File: src/rtl/mem_port_arbiter_pkg.sv
// Shared types and constants for the instruction/data memory port arbiter.
package mem_arb_pkg;

  // Transaction FSM states
  typedef enum logic [1:0] {
    IDLE   = 2'd0,
    ACCESS = 2'd1,
    RESP   = 2'd2
  } state_t;

  // Which CPU port owns the current access
  typedef enum logic {
    OWN_IF = 1'b0,
    OWN_DM = 1'b1
  } owner_t;

  // Latency counter width; covers MEM_LAT 0..15
  localparam int LAT_W = 4;

  // Map a one-hot grant vector (bit 0 = fetch, bit 1 = data) onto an owner
  function automatic owner_t owner_of(input logic [1:0] gnt);
    return gnt[1] ? OWN_DM : OWN_IF;
  endfunction

endpackage

File: src/rtl/mem_port_arbiter_if.sv
// CPU-side handshakes plus memory-side bus of the shared memory port.
// 'slave' is the arbiter's view, 'master' is the CPU core plus memory view.
interface mem_port_arbiter_if #(
  parameter int ADDR_W = 32,
  parameter int DATA_W = 32
);
  logic              if_req;
  logic [ADDR_W-1:0] if_addr;
  logic              if_ready;
  logic              if_rvalid;
  logic [DATA_W-1:0] if_rdata;

  logic              dm_req;
  logic              dm_we;
  logic [ADDR_W-1:0] dm_addr;
  logic [DATA_W-1:0] dm_wdata;
  logic              dm_ready;
  logic              dm_rvalid;
  logic [DATA_W-1:0] dm_rdata;

  logic              mem_en;
  logic              mem_we;
  logic [ADDR_W-1:0] mem_addr;
  logic [DATA_W-1:0] mem_wdata;
  logic [DATA_W-1:0] mem_rdata;

  modport slave (
    input  if_req, if_addr, dm_req, dm_we, dm_addr, dm_wdata, mem_rdata,
    output if_ready, if_rvalid, if_rdata, dm_ready, dm_rvalid, dm_rdata,
           mem_en, mem_we, mem_addr, mem_wdata
  );

  modport master (
    output if_req, if_addr, dm_req, dm_we, dm_addr, dm_wdata, mem_rdata,
    input  if_ready, if_rvalid, if_rdata, dm_ready, dm_rvalid, dm_rdata,
           mem_en, mem_we, mem_addr, mem_wdata
  );
endinterface

File: src/rtl/mem_port_arbiter_rr_arbiter2.sv
// Two-way round-robin arbiter: on a tie the port that did not win last time
// is granted. The memory of the last winner only moves when a grant is issued.
module rr_arbiter2
  import mem_arb_pkg::*;
(
  input  logic       clk,
  input  logic       rst,
  input  logic       i_en,
  input  logic [1:0] i_req,
  output logic [1:0] o_gnt
);

  owner_t r_last_gnt;

  // Grant selection: single requester wins, tie goes to the port not last granted
  always_comb begin
    o_gnt = 2'b00;
    if (i_en) begin
      case (i_req)
        2'b01:   o_gnt = 2'b01;
        2'b10:   o_gnt = 2'b10;
        2'b11:   o_gnt = (r_last_gnt == OWN_DM) ? 2'b01 : 2'b10;
        default: o_gnt = 2'b00;
      endcase
    end else begin
      o_gnt = 2'b00;
    end
  end

  // Remember the most recent winner; reset makes the fetch port win the first tie
  always_ff @(posedge clk or negedge rst) begin
    if (!rst) begin
      r_last_gnt <= OWN_DM;
    end else if (o_gnt != 2'b00) begin
      r_last_gnt <= owner_of(o_gnt);
    end
  end

endmodule

File: src/rtl/mem_port_arbiter.sv
// Shares one fixed-latency single-port memory between the CPU fetch and data
// ports. One access at a time: grant (IDLE) -> MEM_LAT+1 cycles of ACCESS ->
// one RESP cycle carrying the owner's rvalid pulse.
module mem_port_arbiter
  import mem_arb_pkg::*;
#(
  parameter int ADDR_W  = 32,
  parameter int DATA_W  = 32,
  parameter int MEM_LAT = 1
) (
  input  logic                clk,
  input  logic                rst,
  mem_port_arbiter_if.slave   bus,
  output logic                busy
);

  state_t            r_state;
  state_t            w_state_nxt;
  owner_t            r_owner;
  logic              r_we;
  logic [LAT_W-1:0]  r_cnt;
  logic              r_mem_en;
  logic              r_mem_we;
  logic [ADDR_W-1:0] r_mem_addr;
  logic [DATA_W-1:0] r_mem_wdata;
  logic              r_if_rvalid;
  logic              r_dm_rvalid;
  logic [DATA_W-1:0] r_if_rdata;
  logic [DATA_W-1:0] r_dm_rdata;

  logic [1:0]        w_gnt;
  logic              w_arb_en;
  logic              w_acc_last;

  // Arbitration only happens in IDLE and never while reset is asserted,
  // so both readies are held low during reset.
  assign w_arb_en   = (r_state == IDLE) && rst;
  assign w_acc_last = (r_cnt == LAT_W'(MEM_LAT));

  rr_arbiter2 u_arb (
    .clk   (clk),
    .rst   (rst),
    .i_en  (w_arb_en),
    .i_req ({bus.dm_req, bus.if_req}),
    .o_gnt (w_gnt)
  );

  assign bus.if_ready  = w_gnt[0];
  assign bus.dm_ready  = w_gnt[1];
  assign bus.mem_en    = r_mem_en;
  assign bus.mem_we    = r_mem_we;
  assign bus.mem_addr  = r_mem_addr;
  assign bus.mem_wdata = r_mem_wdata;
  assign bus.if_rvalid = r_if_rvalid;
  assign bus.dm_rvalid = r_dm_rvalid;
  assign bus.if_rdata  = r_if_rdata;
  assign bus.dm_rdata  = r_dm_rdata;
  assign busy          = (r_state != IDLE);

  // State register
  always_ff @(posedge clk or negedge rst) begin
    if (!rst) begin
      r_state <= IDLE;
    end else begin
      r_state <= w_state_nxt;
    end
  end

  // Next-state logic
  always_comb begin
    w_state_nxt = r_state;
    case (r_state)
      IDLE: begin
        if (w_gnt != 2'b00) begin
          w_state_nxt = ACCESS;
        end else begin
          w_state_nxt = IDLE;
        end
      end
      ACCESS: begin
        if (w_acc_last) begin
          w_state_nxt = RESP;
        end else begin
          w_state_nxt = ACCESS;
        end
      end
      RESP:    w_state_nxt = IDLE;
      default: w_state_nxt = IDLE;
    endcase
  end

  // Request latch at grant, latency count, read-data capture and rvalid pulses
  always_ff @(posedge clk or negedge rst) begin
    if (!rst) begin
      r_owner     <= OWN_IF;
      r_we        <= 1'b0;
      r_cnt       <= '0;
      r_mem_en    <= 1'b0;
      r_mem_we    <= 1'b0;
      r_mem_addr  <= '0;
      r_mem_wdata <= '0;
      r_if_rvalid <= 1'b0;
      r_dm_rvalid <= 1'b0;
      r_if_rdata  <= '0;
      r_dm_rdata  <= '0;
    end else begin
      r_mem_en    <= 1'b0;
      r_mem_we    <= 1'b0;
      r_if_rvalid <= 1'b0;
      r_dm_rvalid <= 1'b0;
      case (r_state)
        IDLE: begin
          if (w_gnt != 2'b00) begin
            r_owner    <= owner_of(w_gnt);
            r_we       <= w_gnt[1] & bus.dm_we;
            r_cnt      <= '0;
            r_mem_en   <= 1'b1;
            r_mem_we   <= w_gnt[1] & bus.dm_we;
            r_mem_addr <= w_gnt[1] ? bus.dm_addr : bus.if_addr;
            if (w_gnt[1]) begin
              r_mem_wdata <= bus.dm_wdata;
            end
          end
        end
        ACCESS: begin
          r_cnt <= r_cnt + LAT_W'(1);
          if (w_acc_last) begin
            if (r_owner == OWN_IF) begin
              r_if_rvalid <= 1'b1;
              r_if_rdata  <= bus.mem_rdata;
            end else begin
              r_dm_rvalid <= 1'b1;
              if (!r_we) begin
                r_dm_rdata <= bus.mem_rdata;
              end
            end
          end
        end
        default: begin
        end
      endcase
    end
  end

endmodule
File: src/flat_wrapper.sv
// flat-port wrapper written by rule: the top's interface ports become plain ports
module mem_port_arbiter_flat import mem_arb_pkg::*;
#(
  parameter int ADDR_W  = 32,
  parameter int DATA_W  = 32,
  parameter int MEM_LAT = 1
)
  (clk, rst, busy, bus_if_req, bus_if_addr, bus_dm_req, bus_dm_we, bus_dm_addr, bus_dm_wdata, bus_mem_rdata, bus_if_ready, bus_if_rvalid, bus_if_rdata, bus_dm_ready, bus_dm_rvalid, bus_dm_rdata, bus_mem_en, bus_mem_we, bus_mem_addr, bus_mem_wdata);
  mem_port_arbiter_if #(.ADDR_W(ADDR_W), .DATA_W(DATA_W)) bus_i ();
  input  logic clk;
  input  logic rst;
  output logic busy;
  input wire logic [$bits(bus_i.if_req)-1:0] bus_if_req;
  input wire logic [$bits(bus_i.if_addr)-1:0] bus_if_addr;
  input wire logic [$bits(bus_i.dm_req)-1:0] bus_dm_req;
  input wire logic [$bits(bus_i.dm_we)-1:0] bus_dm_we;
  input wire logic [$bits(bus_i.dm_addr)-1:0] bus_dm_addr;
  input wire logic [$bits(bus_i.dm_wdata)-1:0] bus_dm_wdata;
  input wire logic [$bits(bus_i.mem_rdata)-1:0] bus_mem_rdata;
  output wire logic [$bits(bus_i.if_ready)-1:0] bus_if_ready;
  output wire logic [$bits(bus_i.if_rvalid)-1:0] bus_if_rvalid;
  output wire logic [$bits(bus_i.if_rdata)-1:0] bus_if_rdata;
  output wire logic [$bits(bus_i.dm_ready)-1:0] bus_dm_ready;
  output wire logic [$bits(bus_i.dm_rvalid)-1:0] bus_dm_rvalid;
  output wire logic [$bits(bus_i.dm_rdata)-1:0] bus_dm_rdata;
  output wire logic [$bits(bus_i.mem_en)-1:0] bus_mem_en;
  output wire logic [$bits(bus_i.mem_we)-1:0] bus_mem_we;
  output wire logic [$bits(bus_i.mem_addr)-1:0] bus_mem_addr;
  output wire logic [$bits(bus_i.mem_wdata)-1:0] bus_mem_wdata;
  assign bus_i.if_req = bus_if_req;
  assign bus_i.if_addr = bus_if_addr;
  assign bus_i.dm_req = bus_dm_req;
  assign bus_i.dm_we = bus_dm_we;
  assign bus_i.dm_addr = bus_dm_addr;
  assign bus_i.dm_wdata = bus_dm_wdata;
  assign bus_i.mem_rdata = bus_mem_rdata;
  assign bus_if_ready = bus_i.if_ready;
  assign bus_if_rvalid = bus_i.if_rvalid;
  assign bus_if_rdata = bus_i.if_rdata;
  assign bus_dm_ready = bus_i.dm_ready;
  assign bus_dm_rvalid = bus_i.dm_rvalid;
  assign bus_dm_rdata = bus_i.dm_rdata;
  assign bus_mem_en = bus_i.mem_en;
  assign bus_mem_we = bus_i.mem_we;
  assign bus_mem_addr = bus_i.mem_addr;
  assign bus_mem_wdata = bus_i.mem_wdata;
  mem_port_arbiter #(.ADDR_W(ADDR_W), .DATA_W(DATA_W), .MEM_LAT(MEM_LAT)) u_core (.clk(clk), .rst(rst), .bus(bus_i), .busy(busy));
endmodule
File: config.mk
export PLATFORM = sky130hd
export DESIGN_NAME = mem_port_arbiter_flat
export DESIGN_NICKNAME = d
export VERILOG_FILES = /design/src/rtl/mem_port_arbiter_pkg.sv /design/src/rtl/mem_port_arbiter_if.sv /design/src/rtl/mem_port_arbiter_rr_arbiter2.sv /design/src/rtl/mem_port_arbiter.sv /design/src/flat_wrapper.sv
export SDC_FILE = /design/constraint.sdc
export NUM_CORES = 1
export LEC_CHECK = 0
export BUFFER_PORTS_ARGS = -buffer_cell sky130_fd_sc_hd__buf_2
export CAP_MARGIN = 15
export CORE_ASPECT_RATIO = 0.75
export CORE_UTILIZATION = 34
export DETAILED_ROUTE_END_ITERATION = 7
export HOLD_SLACK_MARGIN = 0.08
export PLACE_DENSITY = 0.59
export SYNTH_ARGS = -nofsm -noshare
export SYNTH_HDL_FRONTEND = slang
export SYNTH_SLANG_ARGS = --single-unit
File: constraint.sdc
create_clock -name clk -period 2.85 [get_ports clk]
set_input_delay 0.57 -clock clk [delete_from_list [all_inputs] [get_ports clk]]
set_output_delay 0.57 -clock clk [all_outputs]
set_load 0.01 [all_outputs]
* Word-level counts from Yosys, hierarchy flattened
Cells that the tools add are included.
** Operators by class
- Add/sub/neg operators :: 1
- Multipliers :: 0
- Bitwise operators :: 3
- Reductions and logical operators :: 10
- Shift operators :: 0
- $lt $le $gt $ge :: 0
- Div/mod/pow operators :: 0
- Eq/ne operators :: 6
- Multiplexer cells :: 20
** Operators with widths (number)
- 32-bit 2-to-1 mux :: 1
- 1-bit 2-to-1 mux :: 12
- 4-bit one-hot mux with 2 select lines :: 1
- 2-bit 2-to-1 mux :: 3
- 2-bit one-hot mux with 3 select lines :: 1
- 3-bit AND reduction :: 2
- 2-bit nonzero test :: 3
- 4-bit by 1-bit adder with 4-bit output, second input constant :: 1
- 2-bit by 1-bit == test with 1-bit output, second input constant :: 2
- 2-bit == test, second input constant :: 2
- 4-bit by 1-bit == test with 1-bit output, second input constant :: 1
- 4-bit 2-to-1 mux :: 1
- 2-bit one-hot mux with 2 select lines :: 1
- 2-bit AND reduction :: 2
- 4-bit AND reduction :: 1
- 2-bit zero test :: 1
- 2-bit inequality test, second input constant :: 1
- 1-bit NOT :: 2
- 1-bit AND :: 1
- 1-bit logical AND :: 1
** Storage, ports and cells
- Memory bits (read-only) :: 0
- Bits of input ports :: 133
- Output and inout bits :: 135
- Flip-flop bits (word level) :: 141
- Bits in latches :: 0
- Memories kept :: 0
- Logic and storage cells :: 53
- Bits in writable memories :: 0

* Longest topological paths before layout
- Word-level depth :: 6
- Depth in mapped cells :: 7
- Mapped depth without buffers :: 5

* Hierarchy
From an unflattened synthesis, not the netlist that was laid out.
** Unflattened totals
- Cell total of the unflattened synthesis :: 398
- Area, all modules :: 5766.8 µm²
** By module, submodules not included
- mem_port_arbiter :: sequential area each 3503.4 µm², area each 5704.2 µm², instances 1, cells each 390
- rr_arbiter2 :: sequential area each 26.3 µm², area each 62.6 µm², instances 1, cells each 8

* Least setup slack after synthesis
OpenSTA, ideal clock, no wires.
- Path kind :: input to output
- Start :: in rst
- End :: out bus_dm_ready
- Required time :: 2.280 ns
- Buffers on the path :: 2
- Slack :: 0.721 ns
- Arrival time :: 1.559 ns
- Stages :: 4
- Path through :: or3b_1 > clkbuf_1 > nor2_2 > buf_2
** Between the ends
- Cells in the longest elaborated chain, start to end :: 2
** RTL lines
- from (decl) :: line flat_wrapper.sv:11 : input logic rst;
- 1-bit logical AND :: line mem_port_arbiter.sv:37 : assign w_arb_en = (r_state == IDLE) && rst;
- 2-bit 2-to-1 mux :: line mem_port_arbiter_rr_arbiter2.sv:18 : if (i_en) begin
- to (decl) :: line flat_wrapper.sv:23 : output wire logic [$bits(bus_i.dm_ready)-1:0] bus_dm_ready;
Every way passes these cells.

* Worst setup path after layout
- Start :: reg u_core.u_arb.r_last_gnt
- End :: out bus_dm_ready
** Between the ends
- Cells in the longest elaborated chain, start to end :: 3
** RTL lines
- from (decl) :: line mem_port_arbiter_rr_arbiter2.sv:13 : owner_t r_last_gnt;
- from (signal assigned) :: line mem_port_arbiter_rr_arbiter2.sv:35 : r_last_gnt <= owner_of(o_gnt);
- 2-bit 2-to-1 mux :: line mem_port_arbiter_rr_arbiter2.sv:22 : 2'b11: o_gnt = (r_last_gnt == OWN_DM) ? 2'b01 : 2'b10;
- 2-bit one-hot mux with 3 select lines :: line mem_port_arbiter_rr_arbiter2.sv:19 : case (i_req)
- 2-bit 2-to-1 mux :: line mem_port_arbiter_rr_arbiter2.sv:18
Every way passes these cells.

==> summary.txt <==
Floorplanning
  – Die height: 116 um
  – Row count: 41
  – Die area: 0.0178 mm2
  – Die Width: 154 um
  – Starting density of the core: 0.348
  – I/O pin cnt: 268
  – Core box area: 0.0168 mm2

Timing
  – Slew Limit Headroom: 0.361
  – Min cycle time layout: 2.47 ns
  – Fin worst setup slack: 0.384 ns
  – Worst-Margin Slew: 0.959 ns
  – Fin. max-slew vios: 0
  – RSZ-0062 raised after global routing: no
  – Setup_tns: 0 ns
  – Period utilization: 0.865
  – Worst Skew: 0.00948 ns
  – Fmax: 0.405 GHz
  – Fin. Hold Viols: 0
  – Final setup fails: 0

Place
  – Pre-CTS WS: 0.519 ns
  – Placed wire-length estimate: 10500 um
  – GPL Wtd Cong: 0.792
  – Port-buffer cells: 267

Route
  – DRT iter0 DRCs: 213
  – Via/cell ratio: 4.90
  – Post-route DRC: 0
  – Wire per inst: 15.8 um
  – TritonRoute pass-1 iters: 6
  – Final ANT Viol Nets: 0
  – Drt total wl: 14600 um
  – Total number of vias: 4548

Synth
  – Post-Syn Instances: 440
  – Cell taking the most area after synthesis: dfrtp_1
  – FFs w/ async S/R, synth: 1.00
  – Largest cells by area after synthesis: dfrtp_1 (60%), mux2_2 (13%), mux2_4 (7.7%)
  – Yosys Warn Count: 0
  – Syn Area/Cell: 13.3 um2
  – Main flop type after synthesis: dfrtp_1
  – Syn Nets: 575
  – EDFF count, synth: 0
  – Yosys reg bits: 141
  – Post-Syn Area: 0.00586 mm2
  – Top-area cell type share of the netlist area: 0.598
  – Sequential fraction of the synthesis area: 0.602
  – Distinct cell type count after synthesis: 37

Clocking
  – Worst-Skew Late Latency: 0.41 ns
  – Setup Fix Bufs, Post-CTS: 0
  – Deepest clock path buffer count: 2
  – Cts hold-fix bufs: 0
  – CTS tree: built
  – CTS Sinks: 141
  – TritonCTS Buffers: 17
  – Root Buffer: clkbuf_16
  – Cts repair resizes: 0
  – # H-tree levels: 4
  – Worst-path clk slew: 0.06 ns

Setup path
  – Worst Reg-to-Reg Cells: 5
  – Worst Setup EP: bus_dm_ready
  – CP Launch Type: flop
  – CP Class: flop to primary output
  – Setup crit start: u_core.u_arb.r_last_gnt$_DFFE_PN1P_
  – CP max FO: 33
  – Reg-to-Reg End: u_core.bus.dm_rdata[3]$_DFFE_PN0P_
  – CP Capture Type: primary output
  – Flop2flop setup slack: 0.54 ns
  – R2r startpoint: u_core.r_cnt[1]$_DFFE_PN0P_
  – WP data required: 2.28 ns
  – Data arrival time of the critical path: 1.90 ns

Global route
  – Number of global-route vias before repair: 4424
  – First-pass GRT wire length: 22600 um
  – Tot GR Track Use: 0.164
  – Initial antenna violation count: 0
  – Grt total ovfl: 0
  – Largest net degree at the start of global routing: 77

Power and ir drop
  – Max rail drop VDD: 0.399 mV
  – Lkg Pwr: 3.91 nW
  – Power Density: 1160 mW/mm2

Layout
  – Layout area overhead: 36.1%
  – # fillers: 1525
  – N_diodes: 0
  – Final #Nets: 837
  – Layout cells sized above 1: 0.580

Run
  – Max Cap Viol: 0

Status
  – Run status: finished clean

Hold path
  – Hold Crit Class: input port to asynchronous set/reset pin
==> routing by layer <==
metal / part of all wire / GRT usage / up-vias
li1: - / - / 2121
met1: 0.46 / 0.215 / 2207
met2: 0.46 / 0.254 / 206
met3: 0.072 / 0.0565 / 14
met4: 0.013 / 0.0560 / 0
met5: 0 / 0 / -
==> through the flow <==
step	instances	hold slack [ns]	util	power [mW]	instance area, um2
floorplan	440	0.274	-	5.65	5860
global placement	898	0.482	0.439	7.04	7380
detailed placement	898	0.489	0.439	7.12	7380
CTS	929	0.177	0.474	9.40	7980
global route	929	0.187	0.474	9.85	7980
finish	929	0.165	0.474	9.29	7980
==> sequential cells by signal (all words and copies together), names as in the netlist, 2 cells and up <==
name / count
u_core.bus.mem_addr: 32
u_core.bus.mem_wdata: 32
u_core.r_state: 2
u_core.r_cnt: 4
u_core.bus.dm_rdata: 32
u_core.bus.if_rdata: 32
==> Yosys cell counts (2+ instances only) <==
cell type,n
dfrtp_1,140
mux2_2,66
nand3_1,34
o21ai_0,34
a21oi_1,33
a31oi_1,32
mux2_4,30
clkbuf_1,20
buf_2,6
buf_1,5
a21o_1,3
buf_12,3
inv_1,3
nand2_1,3
nor2_1,3
ha_1,2
nor3b_1,2
or2_2,2
==> worst min path at each step <==
stage	slack, ns	start	end	depth (start not counted)
finish	0.17	rst	u_core.bus.if_rdata[12]$_DFFE_PN0P_	2
global route	0.19	rst	u_core.bus.dm_rdata[14]$_DFFE_PN0P_	2
detailed placement	0.49	u_core.bus.dm_rdata[20]$_DFFE_PN0P_	u_core.bus.dm_rdata[20]$_DFFE_PN0P_	1
CTS	0.18	rst	u_core.bus.if_rdata[12]$_DFFE_PN0P_	2
floorplan	0.27	rst	u_core.bus.dm_rdata[0]$_DFFE_PN0P_	0
global placement	0.48	u_core.bus.dm_rdata[31]$_DFFE_PN0P_	u_core.bus.dm_rdata[31]$_DFFE_PN0P_	1
==> cell type report <==
cell class | count | area (um2) | share of cell area
tap | 215 | 269 | 0.0337
clock buffer | 21 | 460 | 0.0577
inverter | 4 | 15.0 | 0.00188
sequential | 141 | 3530 | 0.442
multi-input combinational | 260 | 2140 | 0.269
timing repair buffer | 278 | 1430 | 0.179
clock inverter | 10 | 139 | 0.0174
==> where the power goes <==
part,switching (mW),leakage [nW],internal (mW)
Sequential,0.561,1.66,3.00
Combinational,1.72,1.95,1.77
Clock,0.818,0.293,1.42
Total,3.10,3.91,6.19
==> cells by family after synthesis <==
kind of cell               count (synthesis)  share of synthesized area
muxes                                     96                      0.204
AOI/OAI and AO/OA                        106                      0.101
buffers and inverters                     39                     0.0359
adders and majority gates                  2                    0.00427
xor gates and xnor gates                   1                    0.00149
and+or+nand+nor                           55                     0.0523
DFF                                      141                      0.602
==> cell usage in the layout, fill, tap and decap left out, types with 2 or more instances in the layout <==
cell and instances:
a21o_1 3, a21oi_1 33, a31oi_1 32, buf_2 266, buf_4 11, bufinv_16 3, clkbuf_1 2, clkbuf_16 17
clkbuf_8 2, clkinv_2 3, clkinv_4 2, dfrtp_1 140, ha_1 2, inv_1 3, mux2_2 66, mux2_4 30
nand2_1 3, nand3_1 34, nor2_1 3, o21ai_0 34, or2_2 2
==> critical path, cell delays in order, from the launching register on <==
cell,delay [ns]
dfstp_2,0.58
a21bo_2,0.52
nor2_4,0.18
buf_2,0.19
No activity file was read; power rests on OpenSTA's default activity.
